**src/rtl/bin_to_onehot_stream.sv**
```systemverilog
// Streaming binary-index to one-hot decoder with valid/ready on both sides and an out-of-range flag.
// Define BIN_TO_ONEHOT_SKID_EN for a two-entry skid buffer; the default build uses one pipeline register.
module bin_to_onehot_stream #(
  parameter int ONEHOT_WIDTH = 16,
  parameter int BIN_WIDTH    = $clog2(ONEHOT_WIDTH)
) (
  input  logic                    clk_i,
  input  logic                    rst_i,
  input  logic                    flush_i,
  input  logic                    valid_i,
  output logic                    ready_o,
  input  logic [BIN_WIDTH-1:0]    bin_i,
  output logic                    valid_o,
  input  logic                    ready_i,
  output logic [ONEHOT_WIDTH-1:0] onehot_o,
  output logic                    oob_o
);

  localparam logic [BIN_WIDTH:0]    LIMIT = (BIN_WIDTH+1)'(ONEHOT_WIDTH);
  localparam logic [ONEHOT_WIDTH-1:0] ONE = ONEHOT_WIDTH'(1);

  logic                    in_oob;
  logic [ONEHOT_WIDTH-1:0] in_onehot;
  logic                    in_fire;

  logic                    out_valid;
  logic                    out_oob;
  logic [ONEHOT_WIDTH-1:0] out_onehot;

  // Decode happens before storage so the buffer holds one-hot/oob directly.
  always_comb begin
    in_oob    = ({1'b0, bin_i} >= LIMIT);
    in_onehot = in_oob ? '0 : (ONE << bin_i);
  end

  assign in_fire  = valid_i & ready_o;
  assign valid_o  = out_valid;
  assign onehot_o = out_onehot;
  assign oob_o    = out_oob;

`ifdef BIN_TO_ONEHOT_SKID_EN

  logic                    skid_valid;
  logic                    skid_oob;
  logic [ONEHOT_WIDTH-1:0] skid_onehot;

  // Full only when the skid slot is occupied; no path from ready_i.
  assign ready_o = ~skid_valid & ~flush_i;

  always_ff @(posedge clk_i or posedge rst_i) begin
    if (rst_i) begin
      out_valid   <= 1'b0;
      out_oob     <= 1'b0;
      out_onehot  <= '0;
      skid_valid  <= 1'b0;
      skid_oob    <= 1'b0;
      skid_onehot <= '0;
    end else if (flush_i) begin
      out_valid  <= 1'b0;
      skid_valid <= 1'b0;
    end else if (~out_valid | ready_i) begin
      if (skid_valid) begin
        out_onehot <= skid_onehot;
        out_oob    <= skid_oob;
        out_valid  <= 1'b1;
        skid_valid <= 1'b0;
      end else if (in_fire) begin
        out_onehot <= in_onehot;
        out_oob    <= in_oob;
        out_valid  <= 1'b1;
      end else begin
        out_valid <= 1'b0;
      end
    end else if (in_fire) begin
      skid_onehot <= in_onehot;
      skid_oob    <= in_oob;
      skid_valid  <= 1'b1;
    end
  end

`else

  assign ready_o = (~out_valid | ready_i) & ~flush_i;

  always_ff @(posedge clk_i or posedge rst_i) begin
    if (rst_i) begin
      out_valid  <= 1'b0;
      out_oob    <= 1'b0;
      out_onehot <= '0;
    end else if (flush_i) begin
      out_valid <= 1'b0;
    end else if (in_fire) begin
      out_onehot <= in_onehot;
      out_oob    <= in_oob;
      out_valid  <= 1'b1;
    end else if (ready_i) begin
      out_valid <= 1'b0;
    end
  end

`endif

endmodule

```
**config.mk**
```make
export PLATFORM = sky130hd
export DESIGN_NAME = bin_to_onehot_stream
export DESIGN_NICKNAME = d
export VERILOG_FILES = /design/src/rtl/bin_to_onehot_stream.sv
export SDC_FILE = /design/constraint.sdc
export NUM_CORES = 1
export LEC_CHECK = 0
export CAP_MARGIN = 20
export CELL_PAD_IN_SITES_DETAIL_PLACEMENT = 0
export CELL_PAD_IN_SITES_GLOBAL_PLACEMENT = 1
export CORE_UTILIZATION = 35
export DETAILED_ROUTE_END_ITERATION = 12
export PLACE_DENSITY_LB_ADDON = 0.08
export SYNTH_ARGS = -nofsm -noshare
export SYNTH_HDL_FRONTEND = slang
export SYNTH_SLANG_ARGS = --single-unit
```
**constraint.sdc**
```tcl
create_clock -name clk_i -period 3.8 [get_ports clk_i]
set_input_delay 0.95 -clock clk_i [delete_from_list [all_inputs] [get_ports clk_i]]
set_output_delay 0.95 -clock clk_i [all_outputs]
set_load 0.02 [all_outputs]
```
==> metrics.md <==
| Metric | Value |
|---|---|
| Status | finished clean |
| Initial antenna violation count | 0 |
| Max Cap Viol | 0 |
| Critical Path Source Type | input pin |
| Worst hold slack | 512 ps |
| Setup ws final | 652 ps |
| Worst-Margin Slew | 751 ps |
| Pwr/cell area | 343 nW/um^2 |
| GPL Wtd Cong | 0.764 |
| CP dominant cell by count | clkdlybuf4s50_1 |
| Tot GR Track Use | 14.4% |
| Crit path DAT | 2200 ps |
| Post-synthesis cell area | 782 sq um |
| Peak VDD IR | 0.216 mV |
| Final net count | 102 |
| Post-CTS Hold Fix Bufs | 0 |
| Worst Hold Path EP | onehot_o[0] |
| FFs w/ async S/R, synth | 100% |
| Hpwl dp | 1030 um |
| Yosys top cell by area | dfrtp_1 |
| I/O Buffers | 26 |
| Top cells by count, synth | 17 x dfrtp_1, 16 x mux2_2, 12 x nor2_1 |
| Period Utilization, post-route | 82.8% |
| Post-CTS Resized | 0 |
| Critical R2R Capture | onehot_o[9] |
| Num ports | 28 |
| Cell row count | 16 |
| Static Leakage | 0.484 nW |
| Critical path, cell by cell | clkdlybuf4s50_1, nor2b_4, nor2_1, clkdlybuf4s50_1 |
| Fin area | 1080 sq um |
| Vias per cell | 4.72 |
| Root Buffer | clkbuf_4 |
| Number of distinct library cells after synthesis | 13 |
| Final hold violation count | 0 |
| NetSw | 102 uW |
| Worst path required time | 2850 ps |
| Post-CTS setup buffer count | 0 |
| FF+latch count, synth | 17 |
| Diodes inserted | 0 |
| CP Class | in2out |
| Synth area leaders | dfrtp_1 54%, mux2_2 23%, nor2_1 5.8% |
| Crit path max fanout | 3 |
| Initial core utilization | 38.7% |
| Layout area overhead | 38.2% |
| Layout cell share with drive strength beyond 1 | 23.9% |
| Worst r2r src | valid_o |
| Primary FF master, synth | dfrtp_1 |
| Sequential area share after synthesis | 54.4% |
| CP peak stage delay | 610 ps |
| Clock tree buffer depth | 2 |
| Final setup viols | 0 |
| CP max-delay cell | clkdlybuf4s50_1 |
| Synthesized area per cell | 12.2 sq um |
| Drt wl/cell | 12.5 um |
| Htree depth | 1 |
| Hold Path Depth | 1 |
| Fin crit period | 3150 ps |
| HP Start | onehot_o[0] |
| Core Box Area | 2020 sq um |
| Total number of vias | 562 |
| FF-to-FF path depth | 3 |
| Switch share | 27.6% |
| Die extent in x | 49.3 um |
| RSZ-0062 raised after global routing | false |
| Clock share of power | 26.8% |
| Part of the power in registers | 52.6% |
| Combinational share of power | 20.6% |
| Dpl ws | 654 ps |
| Area after DPL | 1050 sq um |
| Die Ht | 49.3 um |
| Final ANT Viol Nets | 0 |
| Post-synth EDFFs | 0 |
| CTS buffer count | 3 |
| Crit. End Element | primary output |
| Vias in the first global route | 552 |
| CTS tree | built |
| DR iter-0 viols | 8 |
| Max Slew Vio Count | 0 |
| Total Negative Setup Slacks | 0 ps |
| Max Freq | 318 MHz |
| FF-to-FF setup slack | 2130 ps |
| Grt ovf | 0 |
| Worst rel slew slack | 49.9% |
| Clock-pin slew on the worst setup and hold paths | 100 ps |
| Worst hold path type | reg2reg |
| Layout Skew | 3.99 ps |
| Drt drc | 0 |
| Drt first pass iters | 4 |
| Worst skew pair latency | 300 ps |
| Synth warnings | 0 |
| Die area | 2430 sq um |
| Synth top area share | 54.4% |
| First-pass GRT wire length | 2550 um |
| Most common cell in the synthesized netlist | dfrtp_1 |
| Synthesized netlist net count | 73 |
| Syn Inst Count | 64 |
| CTS sink cnt | 17 |
| Pint | 268 uW |
| Pin count of the biggest net entering global routing | 18 |
| WL final | 1480 um |
[how the worst max path moves through the flow]
stage,to,depth (start not counted),slack [ps],startpoint
6_report,ready_o,4,650,ready_i
4_1_cts,ready_o,4,640,ready_i
5_1_grt,ready_o,4,610,ready_i
3_3_place_gp,ready_o,4,650,ready_i
2_1_floorplan,ready_o,2,1590,ready_i
3_5_place_dp,ready_o,4,650,ready_i
[state kept, by name, indices dropped and copies added, names as in the netlist]
name / flops
onehot_o: 16
valid_o: 1
[per-layer routing]
metal  track usage, %  part of all wire, %  vias to the layer above
met5                0                    0                        -
li1                 -                    -                      274
met4             10.3                  3.0                        0
met1             18.6                   47                      263
met2             21.5                   44                       20
met3             2.49                  6.1                        5
[metrics by stage]
| stage | std cells | total power, mW | utilization [%] |
|---|---|---|---|
| 3_5_place_dp | 115 | 0.276 | 52.1 |
| 6_report | 119 | 0.371 | 53.5 |
| 3_3_place_gp | 115 | 0.275 | 52.1 |
| 5_1_grt | 119 | 0.390 | 53.5 |
| 2_1_floorplan | 64 | 0.240 | - |
| 4_1_cts | 119 | 0.375 | 53.5 |
[cells in the final DEF (no fill, tap or decap)]
cell type / netlist / final
conb_1: 1 / 1
nor3_1: 6 / 6
clkinv_2: 0 / 1
nand2b_1: 4 / 4
clkdlybuf4s50_1: 0 / 26
clkbuf_4: 0 / 3
nand2_1: 2 / 2
nor4_1: 1 / 1
nor3b_4: 1 / 1
inv_1: 1 / 1
nor2b_4: 1 / 1
mux2_2: 16 / 16
nor2_1: 12 / 12
dfrtp_1: 17 / 17
[cell families (layout without fill, tap and decap cells)]
| group | Yosys count | in the layout | synth area share [%] |
|---|---|---|---|
| DFF | 17 | 17 | 54.4 |
| muxes | 16 | 16 | 23.0 |
| other | 1 | 1 | 0.480 |
| and+or+nand+nor | 27 | 27 | 18.7 |
| buffers and inverters | 3 | 31 | 3.36 |
[final cells by class]
type                    count  area [sq um]
flip-flops and latches     17           425
well taps                  27          33.8
fillers                   203           941
clock inverters             1          5.00
repair buffers             26           260
multi-input cells          44           330
clock buffers               3          22.5
inverters                   1          3.75
[critical path: cells and delay by family]
kind | cells | cell delay, ps
and+or+nand+nor | 2 | 140
buffers and inverters | 2 | 1110
[power groups by stage]
| stage | Combinational (mW) | Sequential, mW | Clock [mW] |
|---|---|---|---|
| 6_report | 0.0764 | 0.195 | 0.0993 |
| 3_5_place_dp | 0.0775 | 0.199 | 0 |
| 3_3_place_gp | 0.0770 | 0.198 | 0 |
| 2_1_floorplan | 0.0293 | 0.211 | 0 |
| 4_1_cts | 0.0778 | 0.195 | 0.102 |
| 5_1_grt | 0.0830 | 0.196 | 0.111 |
No activity file was read; power rests on OpenSTA's default activity.
